==> src/rtl/accel_pkg.sv <==
// Shared types and defaults for the accelerator arbiter.
// FSM state encoding plus default burst-length width and watchdog slack.
package accel_pkg;

  localparam int NREQ_DEF  = 4;
  localparam int LEN_W_DEF = 10;
  localparam int TMO_DEF   = 64;

  typedef enum logic [2:0] {
    S_IDLE,
    S_START,
    S_SETTLE,
    S_RUN,
    S_RELEASE,
    S_ABORT
  } state_e;

endpackage

==> src/rtl/accel_arbiter_if.sv <==
// Requester/accelerator signal bundle for accel_arbiter.
// slave = arbiter side, master = requesters plus accelerator side.
interface accel_arbiter_if
  import accel_pkg::*;
#(
  parameter int NREQ  = NREQ_DEF,
  parameter int LEN_W = LEN_W_DEF
) ();

  localparam int ID_W = $clog2(NREQ);

  logic [NREQ-1:0]       req;
  logic [NREQ*LEN_W-1:0] req_len_flat;
  logic [NREQ-1:0]       grant;
  logic [ID_W-1:0]       grant_id;
  logic                  accel_start;
  logic [LEN_W-1:0]      accel_burst_len;
  logic                  accel_done;
  logic                  accel_rst;
  logic                  cmd_done;
  logic                  cmd_err;

  modport slave (
    input  req, req_len_flat, accel_done,
    output grant, grant_id, accel_start,
    output accel_burst_len, accel_rst,
    output cmd_done, cmd_err
  );

  modport master (
    output req, req_len_flat, accel_done,
    input  grant, grant_id, accel_start,
    input  accel_burst_len, accel_rst,
    input  cmd_done, cmd_err
  );

endinterface

==> src/rtl/accel_arbiter_rr_pick.sv <==
// Combinational round-robin picker: first requester
// found searching upward from last_i+1 with wrap.
module rr_pick #(
  parameter int NREQ = 4,
  parameter int ID_W = $clog2(NREQ)
) (
  input  logic [NREQ-1:0] req_i,
  input  logic [ID_W-1:0] last_i,
  output logic [NREQ-1:0] onehot_o,
  output logic [ID_W-1:0] id_o,
  output logic            valid_o
);

  int idx;

  always_comb begin
    onehot_o = '0;
    id_o     = '0;
    valid_o  = 1'b0;
    idx      = 0;
    for (int i = 1; i <= NREQ; i++) begin
      idx = int'(last_i) + i;
      if (idx >= NREQ) idx = idx - NREQ;
      if (!valid_o && req_i[idx]) begin
        valid_o       = 1'b1;
        onehot_o[idx] = 1'b1;
        id_o          = ID_W'(idx);
      end
    end
  end

endmodule

==> src/rtl/accel_arbiter.sv <==
// Round-robin owner arbitration for a shared burst accelerator,
// with stale-done masking, watchdog abort and zero-length bypass.
module accel_arbiter
  import accel_pkg::*;
#(
  parameter int NREQ  = NREQ_DEF,
  parameter int LEN_W = LEN_W_DEF,
  parameter int TMO   = TMO_DEF
) (
  input logic             clk,
  input logic             rst_n,
  accel_arbiter_if.slave  bus
);

  localparam int ID_W = $clog2(NREQ);
  localparam int WD_W = LEN_W + $clog2(TMO) + 1;

  state_e            state_q, state_d;
  logic [NREQ-1:0]   grant_q, grant_d;
  logic [ID_W-1:0]   id_q, id_d;
  logic [ID_W-1:0]   last_q, last_d;
  logic [LEN_W-1:0]  len_q, len_d;
  logic [WD_W-1:0]   wd_q, wd_d;
  logic              err_q, err_d;
  logic              rst_hold_q;

  logic [NREQ-1:0]   pick_oh;
  logic [ID_W-1:0]   pick_id;
  logic              pick_vld;
  logic [LEN_W-1:0]  pick_len;
  logic [WD_W-1:0]   wd_inc;
  logic [WD_W-1:0]   wd_lim;

  rr_pick #(
    .NREQ (NREQ),
    .ID_W (ID_W)
  ) u_pick (
    .req_i    (bus.req),
    .last_i   (last_q),
    .onehot_o (pick_oh),
    .id_o     (pick_id),
    .valid_o  (pick_vld)
  );

  assign pick_len = bus.req_len_flat[LEN_W*int'(pick_id) +: LEN_W];
  assign wd_inc   = wd_q + WD_W'(1);
  assign wd_lim   = WD_W'(len_q) + WD_W'(TMO);

  always_comb begin
    state_d = state_q;
    grant_d = grant_q;
    id_d    = id_q;
    last_d  = last_q;
    len_d   = len_q;
    err_d   = err_q;
    // Saturate rather than wrap so a stuck burst always aborts
    wd_d    = (wd_q == '1) ? wd_q : wd_inc;
    unique case (state_q)
      S_IDLE: begin
        wd_d  = '0;
        err_d = 1'b0;
        if (pick_vld) begin
          grant_d = pick_oh;
          id_d    = pick_id;
          len_d   = pick_len;
          if (pick_len == '0) begin
            err_d   = 1'b1;
            state_d = S_RELEASE;
          end else begin
            state_d = S_START;
          end
        end
      end
      S_START:  state_d = S_SETTLE;
      S_SETTLE: state_d = S_RUN;
      S_RUN: begin
        if (bus.accel_done) state_d = S_RELEASE;
        else if (wd_inc >= wd_lim) state_d = S_ABORT;
      end
      S_ABORT: begin
        err_d   = 1'b1;
        state_d = S_RELEASE;
      end
      S_RELEASE: begin
        grant_d = '0;
        last_d  = id_q;
        err_d   = 1'b0;
        state_d = S_IDLE;
      end
      default: state_d = S_IDLE;
    endcase
  end

  always_ff @(posedge clk or negedge rst_n) begin
    if (!rst_n) begin
      state_q    <= S_IDLE;
      grant_q    <= '0;
      id_q       <= '0;
      last_q     <= ID_W'(NREQ - 1);
      len_q      <= '0;
      wd_q       <= '0;
      err_q      <= 1'b0;
      rst_hold_q <= 1'b1;
    end else begin
      state_q    <= state_d;
      grant_q    <= grant_d;
      id_q       <= id_d;
      last_q     <= last_d;
      len_q      <= len_d;
      wd_q       <= wd_d;
      err_q      <= err_d;
      rst_hold_q <= 1'b0;
    end
  end

  assign bus.grant           = grant_q;
  assign bus.grant_id        = id_q;
  assign bus.accel_burst_len = len_q;
  assign bus.accel_start     = (state_q == S_START);
  assign bus.accel_rst       = (state_q == S_ABORT) | rst_hold_q;
  assign bus.cmd_done        = (state_q == S_RELEASE);
  assign bus.cmd_err         = err_q;

endmodule

==> src/flat_wrapper.sv <==
// flat-port wrapper written by rule: the top's interface ports become plain ports
module accel_arbiter_flat import accel_pkg::*;
#(
  parameter int NREQ  = NREQ_DEF,
  parameter int LEN_W = LEN_W_DEF,
  parameter int TMO   = TMO_DEF
)
  (clk, rst_n, bus_req, bus_req_len_flat, bus_accel_done, bus_grant, bus_grant_id, bus_accel_start, bus_accel_burst_len, bus_accel_rst, bus_cmd_done, bus_cmd_err);
  accel_arbiter_if #(.NREQ(NREQ), .LEN_W(LEN_W)) bus_i ();
  input logic clk;
  input logic rst_n;
  input wire logic [$bits(bus_i.req)-1:0] bus_req;
  input wire logic [$bits(bus_i.req_len_flat)-1:0] bus_req_len_flat;
  input wire logic [$bits(bus_i.accel_done)-1:0] bus_accel_done;
  output wire logic [$bits(bus_i.grant)-1:0] bus_grant;
  output wire logic [$bits(bus_i.grant_id)-1:0] bus_grant_id;
  output wire logic [$bits(bus_i.accel_start)-1:0] bus_accel_start;
  output wire logic [$bits(bus_i.accel_burst_len)-1:0] bus_accel_burst_len;
  output wire logic [$bits(bus_i.accel_rst)-1:0] bus_accel_rst;
  output wire logic [$bits(bus_i.cmd_done)-1:0] bus_cmd_done;
  output wire logic [$bits(bus_i.cmd_err)-1:0] bus_cmd_err;
  assign bus_i.req = bus_req;
  assign bus_i.req_len_flat = bus_req_len_flat;
  assign bus_i.accel_done = bus_accel_done;
  assign bus_grant = bus_i.grant;
  assign bus_grant_id = bus_i.grant_id;
  assign bus_accel_start = bus_i.accel_start;
  assign bus_accel_burst_len = bus_i.accel_burst_len;
  assign bus_accel_rst = bus_i.accel_rst;
  assign bus_cmd_done = bus_i.cmd_done;
  assign bus_cmd_err = bus_i.cmd_err;
  accel_arbiter #(.NREQ(NREQ), .LEN_W(LEN_W), .TMO(TMO)) u_core (.clk(clk), .rst_n(rst_n), .bus(bus_i));
endmodule
==> config.mk <==
export PLATFORM = sky130hd
export DESIGN_NAME = accel_arbiter_flat
export DESIGN_NICKNAME = d
export VERILOG_FILES = /design/src/rtl/accel_pkg.sv /design/src/rtl/accel_arbiter_if.sv /design/src/rtl/accel_arbiter_rr_pick.sv /design/src/rtl/accel_arbiter.sv /design/src/flat_wrapper.sv
export SDC_FILE = /design/constraint.sdc
export NUM_CORES = 1
export LEC_CHECK = 0
export ABC_AREA = 1
export CELL_PAD_IN_SITES_DETAIL_PLACEMENT = 1
export CELL_PAD_IN_SITES_GLOBAL_PLACEMENT = 1
export CORE_ASPECT_RATIO = 2
export CORE_UTILIZATION = 36
export CTS_CLUSTER_SIZE = 10
export DETAILED_ROUTE_END_ITERATION = 8
export GPL_TIMING_DRIVEN = 0
export PLACE_DENSITY = 0.79
export SLEW_MARGIN = 20
export SYNTH_ARGS = -nofsm -noshare
export SYNTH_HDL_FRONTEND = slang
export SYNTH_SLANG_ARGS = --single-unit
==> constraint.sdc <==
create_clock -name clk -period 3 [get_ports clk]
set_input_delay 0.6 -clock clk [delete_from_list [all_inputs] [get_ports clk]]
set_output_delay 0.6 -clock clk [all_outputs]
set_load 0.1 [all_outputs]
==> flow_summary.json, run 1 <==
{
  "status": "complete, no violations",
  "dp_hpwl_mm": 8.174,
  "layout-drive-gt1-share": 0.1823,
  "wire_per_inst_um": 17.48,
  "synth_edf_count": 0,
  "synth_fa_ha_area_frac": 0.08170,
  "setup_tns_ns": 0,
  "r2r_cells": 17,
  "dr_total_vias": 3362,
  "antenna_found_initial": 0,
  "synthSimpleGateAreaFrac": 0.3452,
  "post-route-util": 0.5284,
  "die_w_um": 67.23,
  "cp_cell_sequence": "clkinvlp_4, ha_4, inv_2, nand2_2, nand2_4, inv_4, nand3_2, nand2_4, nand2_2, o21ai_4, o21ai_0, o21ai_2, nor2_2, nand3_2, nor2_1, nor2_1, nor2_1",
  "cp_num_buf_inv": 3,
  "die_h_um": 132.4,
  "post-route-min-period_ns": 2.884,
  "fill_cells": 1032,
  "ys_async_sr_fraction": 1.000,
  "hold_path_class": "in -> async",
  "n_antenna_cell": 0,
  "gp_congestion": 0.8502,
  "syn_area_per_cell_um2": 7.090,
  "synth_mux_area_frac": 0,
  "grt_pass1_wl_mm": 16.41,
  "slowest_stage": "dfstp_2",
  "ys_warn_count": 0,
  "initial_utilization": 0.3720,
  "grt_pass1_vias": 3523,
  "hold_viol_final": 0,
  "drc": 0,
  "post_drt_via_cell_ratio": 5.431,
  "core_um2": 8233,
  "cp_max_fo": 6,
  "r2r-start": "u_core.last_q[1]",
  "synth.top_cell.area_share": 0.3023,
  "grt_use_total": 0.2458,
  "grt_max_degree": 23,
  "numCtsBuffers": 5,
  "max_freq_ghz": 0.3467,
  "overflow": 0,
  "cpMostUsedCell": "nor2_1",
  "endpoint_kind": "flop",
  "synth.distinct_cells": 37,
  "syn2layout_area_growth_pct": 42.03,
  "synthXorXnorAreaFrac": 0.02859,
  "syn-cell-area_um2": 3063,
  "max-clock-path-buffers": 2,
  "first_pass_iters": 4,
  "synth_area_leaders": "dfrtp_1 30%, nand2_1 14%, nand3_1 9.5%",
  "cts_tree": "yes",
  "worstMarginPinSlew_ns": 0.9785,
  "clkSinkCount": 40,
  "fin_skew_ns": 0.008128,
  "rows": 47,
  "port_buffers": 66,
  "drv_cap": 0,
  "die-area_um2": 8904,
  "r2r_slack_ns": 0.12,
  "crit_start": "u_core.last_q[1]",
  "clk_latency_ns": 0.29,
  "synth.largest_area_cell": "dfrtp_1",
  "syn_inst": 432,
  "cp_top_family": "simple AND/OR/NAND/NOR gates",
  "clkTransAtPathRegs_ns": 0.06,
  "ant_nets": 0,
  "setup_viol": 0,
  "cp-start-kind": "flop",
  "slew_headroom": 0.3456,
  "ys_seq_area_frac": 0.3280,
  "cpPeakStageDelay_ns": 0.61,
  "layout.nets": 588,
  "io_pins": 67,
  "worstPathRequired_ns": 3.17,
  "synth_compound_area_frac": 0.1193,
  "drt_iter0_drc": 98,
  "synth_fp_nets": 499,
  "synth_top_family_by_area": "simple AND/OR/NAND/NOR gates",
  "synth_flop_cell": "dfrtp_1",
  "synth_seq_cells": 40,
  "cp_num_cells": 17,
  "crit_end": "u_core.state_q[2]",
  "h-tree-depth": 2,
  "path_class": "reg -> reg",
  "cts-root-buf": "clkbuf_16",
  "drv_slew": 0,
  "min_period_over_period": 0.9614,
  "reg2reg_to": "u_core.state_q[2]",
  "wl_mm": 10.82,
  "cp.arrival_ns": 3.06
}
-- sequential cells by signal, indices dropped and copies added, names as in the netlist --
register                    count
u_core.bus.accel_burst_len     10
u_core.bus.cmd_err              1
u_core.bus.grant                4
u_core.bus.grant_id             2
u_core.last_q                   2
u_core.rst_hold_q               1
u_core.state_q                  3
u_core.wd_q                    17
-- how the worst min path moves through the flow --
| stage | slack, ns | from | endpoint |
|---|---|---|---|
| floorplan | 0.30 | rst_n | u_core.bus.accel_burst_len[0] |
| global placement | 0.49 | u_core.wd_q[16] | u_core.wd_q[16] |
| detailed placement | 0.52 | u_core.wd_q[16] | u_core.wd_q[16] |
| CTS | 0.30 | rst_n | u_core.wd_q[6] |
| global route | 0.31 | rst_n | u_core.wd_q[6] |
| finish | 0.28 | rst_n | u_core.wd_q[8] |
-- synthesized netlist by cell type (2+ instances only) --
master / instances
o211ai_1: 2
ha_1: 20
buf_2: 2
nand4_1: 6
a221oi_1: 2
nor3_1: 5
a21oi_1: 8
buf_6: 3
dfstp_2: 3
nand2_2: 8
dfrtp_1: 37
o21ai_0: 35
o21ai_2: 2
nor2_1: 25
nand3_2: 6
clkbuf_1: 5
xor2_1: 9
nand3_1: 58
inv_1: 54
nand2_4: 3
a22oi_1: 2
nand2_1: 112
nor2_2: 2
o22ai_1: 10
-- worst register-to-register path, cell delays in order, from the launching register on --
cell and delay [ns]:
dfstp_2 0.61, clkinvlp_4 0.18, ha_4 0.34, inv_2 0.06, nand2_2 0.08, nand2_4 0.09, inv_4 0.12, nand3_2 0.14
nand2_4 0.12, nand2_2 0.12, o21ai_4 0.14, o21ai_0 0.17, o21ai_2 0.21, nor2_2 0.08, nand3_2 0.09, nor2_1 0.05
nor2_1 0.12, nor2_1 0.05
-- area by class of cell --
type	count	area (um2)	share of cell area
well taps	98	122.6	0.02819
flip-flops and latches	40	1005	0.2309
plain buffers	11	78.83	0.01812
repair buffers	81	787.0	0.1809
inverters	57	227.7	0.05234
clock inverters	1	5.005	0.001150
clock buffers	6	128.9	0.02962
multi-input cells	325	1996	0.4587
-- cell families after synthesis --
logic type | after synthesis
compound gates | 64
xor+xnor | 10
fa+ha+maj | 20
buf+inv | 68
flops | 40
other cells | 1
simple gates | 229
-- through the flow --
stage	setup slack, ns	cell area [um2]	std cells	hold WS (ns)
floorplan	0.3140	3068	432	0.3044
finish	0.1157	4350	619	0.2845
global placement	-0.3663	3851	596	0.4933
detailed placement	-0.5154	3874	597	0.5179
CTS	-0.03821	4074	605	0.2996
global route	-0.06935	4350	619	0.3118
-- metal layers --
layer | vias up | share of wire | GRT usage
li1 | 1604 | - | -
met1 | 1645 | 0.32 | 0.2225
met2 | 83 | 0.61 | 0.4961
met3 | 30 | 0.019 | 0.02241
met4 | 0 | 0.044 | 0.1170
met5 | - | 0 | 0
-- cells in the final DEF (no fill, tap or decap), types with 3 or more instances in the layout --
cell	Yosys	layout
nand3_2	6	8
clkbuf_16	0	5
nand2_1	112	100
clkbuf_1	5	5
nor2_2	2	8
nand3_1	58	55
ha_4	0	4
inv_1	54	51
buf_4	1	14
o21ai_0	35	34
xor2_1	9	9
buf_2	2	4
o21ai_2	2	3
nand2_4	3	5
nor2_1	25	18
nand2_2	8	18
buf_6	3	3
a21oi_1	8	7
dfrtp_1	37	37
clkdlybuf4s50_1	0	64
o22ai_1	10	10
dfstp_2	3	3
ha_1	20	16
nand4_1	6	6
-- timing repair --
action	4_1_cts	5_1_grt
buffers inserted	1	13
hold buffers	0	0
pin swaps	1	12
gates cloned	0	1
resized for setup	14	41
hold endpoints to repair	0	0
setup endpoints to repair	13	18
Power of run 1 is not shown: default switching activity piles up to over one toggle a cycle in this logic, so the estimate is an artifact.
==> run 2, diff against run 1 <==
--- a/config.mk
+++ b/config.mk
@@ -9,12 +9,14 @@
 export CELL_PAD_IN_SITES_DETAIL_PLACEMENT = 1
 export CELL_PAD_IN_SITES_GLOBAL_PLACEMENT = 1
 export CORE_ASPECT_RATIO = 2
-export CORE_UTILIZATION = 36
+export CORE_UTILIZATION = 37
 export CTS_CLUSTER_SIZE = 10
 export DETAILED_ROUTE_END_ITERATION = 8
 export GPL_TIMING_DRIVEN = 0
-export PLACE_DENSITY = 0.79
+export PLACE_DENSITY = 0.81
 export SLEW_MARGIN = 20
 export SYNTH_ARGS = -nofsm -noshare
 export SYNTH_HDL_FRONTEND = slang
+export SYNTH_HIERARCHICAL = 1
 export SYNTH_SLANG_ARGS = --single-unit
+export TNS_END_PERCENT = 50
==> flow_summary.json, run 2 <==
{
  "status": "complete, no violations",
  "post_drt_via_cell_ratio": 5.245,
  "numCtsBuffers": 5,
  "port_buffers": 66,
  "n_antenna_cell": 0,
  "seqPwrFrac": 0.162,
  "syn-cell-area_um2": 3164,
  "min_period_over_period": 0.9550,
  "die_h_um": 132.8,
  "clk_latency_ns": 0.29,
  "r2r_cells": 19,
  "max_freq_ghz": 0.3490,
  "first_pass_iters": 4,
  "cp_max_fo": 13,
  "ys_seq_area_frac": 0.3175,
  "dr_total_vias": 3320,
  "die_w_um": 67.39,
  "drv_slew": 0,
  "hold_buffers": 0,
  "reg2reg_to": "u_core/state_q[2]",
  "max-clock-path-buffers": 2,
  "post-route-min-period_ns": 2.865,
  "synth_area_leaders": "dfrtp_1 29%, nand2_1 17%, nand3_1 9.0%",
  "cp.arrival_ns": 3.09,
  "combPwrFrac": 0.740,
  "grt_use_total": 0.2351,
  "cp-start-kind": "flop",
  "initial_utilization": 0.3816,
  "clockPowerShare": 0.098,
  "clkTransAtPathRegs_ns": 0.06,
  "setup_tns_ns": 0,
  "path_class": "reg -> reg",
  "powerDensity_nw_per_um2": 1296,
  "ys_warn_count": 6,
  "p_total_uw": 5507,
  "layout_commonest_cell": "nand2_1",
  "gp_congestion": 0.8832,
  "finalNonFillerCells": 633,
  "intPower_uw": 2315,
  "synth_seq_cells": 40,
  "syn2layout_area_growth_pct": 34.32,
  "grt_pass1_wl_mm": 15.93,
  "cts-root-buf": "clkbuf_16",
  "drv_cap": 0,
  "grt_pass1_vias": 3541,
  "drc": 0,
  "switchingPower_uw": 3192,
  "switching_share": 0.5796,
  "top_register": "u_core/wd_q",
  "r2r-start": "u_core/last_q[0]",
  "synthTopCellsByCount": "145 x nand2_1, 57 x nand3_1, 44 x inv_1",
  "drt_iter0_drc": 106,
  "antenna_found_initial": 0,
  "synth.top_cell.area_share": 0.2926,
  "worst_slack_ns": 0.1349,
  "synth.distinct_cells": 34,
  "clkSinkCount": 40,
  "fin_skew_ns": 0.008733,
  "wl_mm": 9.934,
  "place_ws_ns": -0.3516,
  "worstPathRequired_ns": 3.22,
  "die-area_um2": 8948,
  "cts_tree": "yes",
  "syn_area_per_cell_um2": 6.970,
  "layout-drive-gt1-share": 0.1364,
  "layout_common_cells": "142 x nand2_1, 64 x clkdlybuf4s50_1, 54 x nand3_1, 42 x inv_1, 37 x dfrtp_1",
  "hold_viol_final": 0,
  "synth_flop_cell": "dfrtp_1",
  "synth_fp_nets": 523,
  "dp_hpwl_mm": 8.070,
  "layout.nets": 603,
  "dp.cells": 619,
  "core_um2": 8292,
  "grt_max_degree": 30,
  "synth_most_common_cell": "nand2_1",
  "wire_per_inst_um": 15.69,
  "endpoint_kind": "flop",
  "worstMarginPinSlew_ns": 1.001,
  "ir_drop_v": 0.0008663,
  "leakage_uw": 0.002020,
  "overflow": 0,
  "fill_cells": 1076,
  "ys_async_sr_fraction": 1.000,
  "synth.largest_area_cell": "dfrtp_1",
  "r2r_slack_ns": 0.13,
  "rows": 47,
  "setup_viol": 0,
  "slew_headroom": 0.3304,
  "io_pins": 67,
  "ant_nets": 0,
  "hold_path_class": "in -> async",
  "synth_edf_count": 0,
  "largest_reg_flops": 17,
  "h-tree-depth": 2,
  "syn_inst": 454
}
==> run 2: worst max path at each step <==
stage / startpoint / to / slack (ns) / cells past startpoint
3_3_place_gp: u_core/last_q[1] / u_core/state_q[0] / -0.26 / 18
3_5_place_dp: u_core/last_q[1] / u_core/state_q[2] / -0.35 / 19
6_report: u_core/last_q[0] / u_core/state_q[2] / 0.13 / 19
4_1_cts: u_core/last_q[0] / u_core/state_q[2] / 0.02 / 20
2_1_floorplan: u_core/last_q[0] / u_core/state_q[0] / 0.28 / 19
5_1_grt: u_core/last_q[0] / u_core/state_q[2] / -0.01 / 20
==> run 2: per-layer routing <==
layer	vias to the layer above	GRT usage	routed length (um)
li1	1641	-	-
met5	-	0	0
met1	1594	0.2063	3361
met4	0	0.1241	384
met3	22	0.02241	190
met2	63	0.4750	5997
==> run 2: power by group through the flow <==
stage / registers, uW / clock network (uW) / logic (uW)
floorplan: 1580 / 0 / 2110
global placement: 918 / 0 / 3610
detailed placement: 925 / 0 / 3760
CTS: 893 / 555 / 3890
global route: 912 / 573 / 4440
finish: 891 / 542 / 4070
==> run 2: cell families (layout without fill, tap and decap cells) <==
kind of cell    count (synthesis)  after routing  synth area share
fa+ha+maj                      22             22           0.08699
other cells                     1              1          0.001185
simple gates                  266            266            0.3875
buf+inv                        62            143           0.08462
flops                          40             40            0.3175
compound gates                 54             54           0.09727
xor+xnor                        9              9           0.02491
==> run 2: area by class of cell <==
cell class | instances | area (um2) | share of cell area
Sequential cell | 40 | 1005 | 0.2364
Clock inverter | 3 | 23.77 | 0.005593
Clock buffer | 5 | 125.1 | 0.02944
Multi-Input combinational cell | 352 | 1968 | 0.4631
Buffer | 11 | 83.83 | 0.01972
Timing Repair Buffer | 73 | 719.4 | 0.1693
Tap cell | 98 | 122.6 | 0.02885
Inverter | 51 | 202.7 | 0.04769
==> run 2: timing repair <==
item / 4_1_cts / 5_1_grt
buffers inserted: 2 / 4
pin swaps: 1 / 6
setup endpoints to repair: 4 / 2
resized for setup: 10 / 16
==> run 2: metrics by stage <==
step	cell area [um2]	utilization	hold slack (ns)
3_3_place_gp	3953	0.4767	0.4897
5_1_grt	4250	0.5126	0.2083
2_1_floorplan	3169	-	0.3044
4_1_cts	4165	0.5023	0.2041
3_5_place_dp	3968	0.4785	0.4950
6_report	4250	0.5126	0.1988
==> run 2: worst max-delay path, cell delays in order, from the launching register on <==
cell     delay (ns)
dfstp_2        0.56
buf_8          0.13
inv_8          0.06
ha_4           0.28
inv_2          0.06
nand3_4        0.09
nand2_4        0.08
nor2_4         0.14
buf_6          0.15
nand4_1        0.11
nand3_2        0.15
buf_6          0.16
nand3_1        0.10
nand2_2        0.09
nand2_1        0.07
nor2_2         0.12
nand3_2        0.13
nor2_2         0.13
nor2_1         0.05
nor2_1         0.11
No activity file was read; power rests on OpenSTA's default activity.
==> RTL change 1: new RTL, settings of run 1 <==
`NREQ_DEF`: 4 -> 8.
--- a/src/rtl/accel_pkg.sv
+++ b/src/rtl/accel_pkg.sv
@@ -2,7 +2,7 @@
 // FSM state encoding plus default burst-length width and watchdog slack.
 package accel_pkg;
 
-  localparam int NREQ_DEF  = 4;
+  localparam int NREQ_DEF  = 8;
   localparam int LEN_W_DEF = 10;
   localparam int TMO_DEF   = 64;
 
Interface: changed (resized bus_grant, bus_grant_id, bus_req and bus_req_len_flat); port bits go from 67 to 116. No check against the original RTL was run, so the function may have changed too.
==> RTL change 1 against run 1 <==
The flow now finishes with violations (negative setup slack); global-route usage up 8.0 points; die area increased by 53%; largest cell class unchanged; sequential cell count up 6; critical path depth rose by 11; area after synthesis is 55% higher; worst setup slack lost 1200 ps; utilization up 6.9 points; routed wire length increased by 150%; cell area grew 77%; cell count grew 68%; critical path type unchanged.
Power is not shown: default switching activity piles up to over one toggle a cycle in this logic, so the estimate is an artifact.
==> RTL change 1: results (changes against run 1) <==
----------------------------------------------------
[Logic synthesis]
  Cells after synthesis ... 697 (+61%)
  Largest cells by area after synthesis ... dfrtp_1, nand3_1, nand2_1, ha_1, inv_1
  Leading post-synthesis cells by instance count ... nand2_1, nand3_1, inv_1

[Global route]
  Maximum number of pins on one net before global-route repair ... 29 (+26%)
  GRT Util Overall ... 32.6% (+8.0 points)
  First-pass GRT wire length ... 34.1 mm (+110%)

[Placed design]
  Detailed placer's ending HPWL ... 16.6 mm (+100%)
  Port-buffer cells ... 115 (+74%)
  Number of instances in the placed design ... 965 (+62%)

[Clocking]
  Clock-pin slew of the registers on the worst-case setup and hold paths ... 80 ps (+20 ps)

[STA]
  Final setup fails ... 25 (+25)
  Max Clock Skew ... 9.34 ps (+1.21 ps)
  Final hold slack ... 263 ps (-21.8 ps)
  Worst slew pin tran ... 1030 ps (+55.2 ps)
  Post-route worst setup slack ... -1130 ps (-1240 ps)

[Routing]
  Wirelength per Cell ... 25.7 um (+47%)
  Post-DR vias/cell ... 6.06 (+12%)
  DRT iter0 DRCs ... 352 (+260%)
  Number of optimization iterations in the first detailed-route pass ... 5 (+1)
  Vias after detailed routing ... 6,289 (+87%)

[Final layout]
  Final nets ... 997 (+70%)
  Fraction of final layout cells with drive strength greater than 1 ... 31.2% (+13 points)

[Run status]
  Failing checks ... negative setup slack
  Status ... complete, but fails checks

[Worst setup path]
  CP arrival ... 4350 ps (+1290 ps)
  CP peak stage delay ... 550 ps (-60 ps)
  Register-to-Register Path Depth ... 28 (+11)

[Die]
  Floorplan row count ... 59 (+26%)

----------------------------------------------------
-- RTL change 1: layout make-up --
type                       instances  area, um2
clock inverter                     3       21.3
sequential                        46       1160
multi-input combinational        546       3740
tap                              152        190
timing repair buffer             179       1840
antenna                            1       2.50
inverter                          76        308
buffer                            29        330
clock buffer                       5        125
fill                            1542       5210
-- RTL change 1: what timing repair did --
item                                    CTS  global route
endpoints found under the setup margin   36            35
gates cloned                              5             5
hold endpoints to repair                  0             0
pin swaps                                34            55
setup buffers                            33            20
gates resized for setup                  91           126
-- RTL change 1: cells by family (layout without fill, tap and decap cells) --
kind of cell | after synthesis | count (layout) | share of synthesized area (%)
adders and majority gates | 23 | 23 | 6.07
AOI/OAI and AO/OA | 94 | 94 | 12.8
DFF | 46 | 46 | 24.4
other | 1 | 2 | 0.0791
and+or+nand+nor | 414 | 414 | 43.3
buffers and inverters | 105 | 292 | 10.7
xor gates and xnor gates | 14 | 14 | 2.59
-- RTL change 1: worst max path at each step --
| stage | startpoint | endpoint |
|---|---|---|
| global placement | u_core.last_q[0]$_DFFE_PN1P_ | u_core.state_q[0]$_DFFE_PN0P_ |
| finish | u_core.last_q[0]$_DFFE_PN1P_ | u_core.state_q[2]$_DFFE_PN0P_ |
| global route | u_core.last_q[0]$_DFFE_PN1P_ | u_core.state_q[0]$_DFFE_PN0P_ |
| floorplan | u_core.last_q[0]$_DFFE_PN1P_ | u_core.state_q[0]$_DFFE_PN0P_ |
| CTS | u_core.last_q[0]$_DFFE_PN1P_ | u_core.state_q[2]$_DFFE_PN0P_ |
| detailed placement | u_core.last_q[0]$_DFFE_PN1P_ | u_core.state_q[2]$_DFFE_PN0P_ |
-- RTL change 1: layer usage --
metal / up-vias / wire (um) / GRT usage [%]
li1: 2736 / - / -
met1: 3055 / 8080 / 29.8
met2: 331 / 14500 / 64.8
met3: 167 / 1300 / 3.32
met4: 0 / 2690 / 24.3
met5: - / 0 / 0
-- RTL change 1: worst reg2reg max path: cells and delay by family (launching register included) --
kind	cells	cell delay, ps
buffers and inverters	9	1100
and+or+nand+nor	16	1800
AOI/OAI and AO/OA	2	290
adders and majority gates	1	310
DFF	1	550
-- RTL change 1: per-stage QoR --
step           util, %  area (um2)  setup slack [ps]  setup TNS, ps
6_report          59.7        7710             -1130         -13950
5_1_grt           59.7        7710             -1210         -16340
4_1_cts           54.3        7020              -804          -9960
3_5_place_dp      47.7        6170             -1270         -23440
3_3_place_gp      47.6        6150             -1180         -19280
2_1_floorplan        -        4810              -292           -942
==> RTL change 2: new RTL, settings of run 1 <==
Made on the original files. Make the reset (`rst_n`) synchronous in one clocked block.
--- a/src/rtl/accel_arbiter.sv
+++ b/src/rtl/accel_arbiter.sv
@@ -91,7 +91,7 @@
     endcase
   end
 
-  always_ff @(posedge clk or negedge rst_n) begin
+  always_ff @(posedge clk) begin
     if (!rst_n) begin
       state_q    <= S_IDLE;
       grant_q    <= '0;
Formal check against the unedited RTL: differs if rst_n is asserted again (counterexample within 4 cycles, from zero or initial values and one cycle with rst_n low); with rst_n held inactive, the same outputs for 10 cycles.
==> RTL change 2 against run 1 <==
The run now ends with negative setup slack left; die area rose by 2.8%; area after synthesis is 2.9% higher; sequential share of layout area fell by 4.8 points; worst setup slack got worse by 160 ps; cell area rose by 1.8%; first-iteration DRC count down 29%; sequential cell count unchanged; via count is 1.3% higher; worst hold slack gained 190 ps; utilization down 0.91 points; routed wire length decreased by 4.5%; count of clock-buffer cells in the layout is 1 higher.
==> RTL change 2: results (changes against run 1) <==
----------------------------------------------------
[Worst setup path]
  Worst-path fanout max ... 3 (-3)
  CP arrival ... 3230 ps (+170 ps)

[Pwr]
  Comb. pwr ... 0.00226 W
  Leakage Power ... 2.09 nW

[Placed design]
  Detailed placer's ending HPWL ... 7.97 mm (-2.5%)
  Last weighted congestion value of the routability-driven placer ... 0.809 (-4.8%)
  Place WS ... -698 ps (-183 ps)

[Final layout]
  Final-layout clock buffer total ... 7 (+1)
  Clock network contribution to total cell area ... 4.12% (+1.0 points)
  Final nets ... 619 (+5.3%)
  Non-clock buffer share ... 20.3% (+0.44 points)
  Multi-input logic area ... 2120 um2 (+6.4%)
  Fraction of final layout cells with drive strength greater than 1 ... 18.1% (-0.085 points)
  Comb_multi_in ... 332 (+2.2%)
  Area used by sequential logic in the layout ... 810 um2 (-19%)
  Number of ordinary inverters in the final layout ... 72 (+26%)
  Number of ordinary and repair buffers in the finished layout ... 99 (+7.6%)
  Filler instances ... 1,112 (+7.8%)

[Routing]
  Routed wire length ... 10.3 mm (-4.5%)
  DRT iter0 DRCs ... 70 (-29%)
  Post-DR vias/cell ... 5.23 (-3.7%)

[Global route]
  Met1 demand-to-capacity share in global routing ... 22.5% (+0.25 points)
  First-pass GRT wire length ... 16.7 mm (+1.9%)
  Met2 global-route usage ... 47.5% (-2.1 points)

[Clocking]
  Post_cts resized ... 23 (+9)
  Buffers inserted during post-CTS setup optimization ... 16 (+15)

[STA]
  Final setup fails ... 3 (+3)
  Final setup TNS ... -122 ps (-122 ps)
  Post-route worst setup slack ... -49.2 ps (-165 ps)
  Max Clock Skew ... 5.82 ps (-2.31 ps)

[Hold path]
  Class of the worst hold path ... register to register

[Logic synthesis]
  Share of the synthesized area in compound gates (AO/OA/AOI/OAI) ... 15.6% (+3.6 points)
  Leading post-synthesis cells by instance count ... nand2_1, inv_1, nand3_1
  Parity-gate share of the synthesized area counting xor and xnor cells ... 3.61% (+0.75 points)
  Post-synth cell types ... 43 (+16%)
  Largest cells by area after synthesis ... dfxtp_1, nand2_1, ha_1, inv_1, nand3_1
  Adder-cell share of the synthesized area ... 8.74% (+0.57 points)
  Post-Synthesis Net Count ... 525 (+5.2%)

[Run status]
  Failing checks ... negative setup slack
  Status ... complete, but fails checks

----------------------------------------------------
-- RTL change 2: changes by cell type after synthesis, moves of 3 or more --
cell	change
nor2_1	+4
inv_2	+3
inv_1	+11
nand2_4	+5
dfstp_2	-3
dfrtp_1	-37
nand3_1	-10
nor3_1	-4
nand2_1	-17
dfxtp_1	+40
o22ai_1	-7
o21ai_0	-15
o211ai_1	+14
a21oi_1	+25
-- RTL change 2: final timing paths --
path	slack, ps	endpoint	cells after the start	startpoint
max	-50	u_core.state_q[1]$_SDFFE_PN0P_	17	u_core.wd_q[0]$_SDFFE_PP0P_
min reg2reg	470	u_core.bus.grant[0]$_SDFFE_PN0P_	2	u_core.bus.grant[0]$_SDFFE_PN0P_
min	470	u_core.bus.grant[0]$_SDFFE_PN0P_	2	u_core.bus.grant[0]$_SDFFE_PN0P_
max reg2reg	-50	u_core.state_q[1]$_SDFFE_PN0P_	17	u_core.wd_q[0]$_SDFFE_PP0P_
-- RTL change 2: through the flow --
stage	utilization, %	area, um2	instances
floorplan	-	3150	456
global placement	46.2	3940	622
detailed placement	46.2	3940	622
CTS	50.9	4340	646
global route	51.9	4430	651
finish	51.9	4430	651
-- RTL change 2: critical path, cell delays in order, from the launching register on --
cell and delay, ps:
dfxtp_4 370, buf_4 100, nand3_1 130, nor3_2 210, nand3_2 150, nor3_4 280, xor2_2 190, inv_1 100
ha_1 290, nand2_1 110, nor4_2 190, a41oi_2 200, o21ai_1 110, nor2_1 50, nand4_1 120, nand2_2 80
o211ai_1 180, inv_1 70
-- RTL change 2: layer usage --
layer	wire (um)	share of wire [%]
met1	3590	35
met2	6160	60
met3	205	2.0
met4	384	3.7
met5	0	0
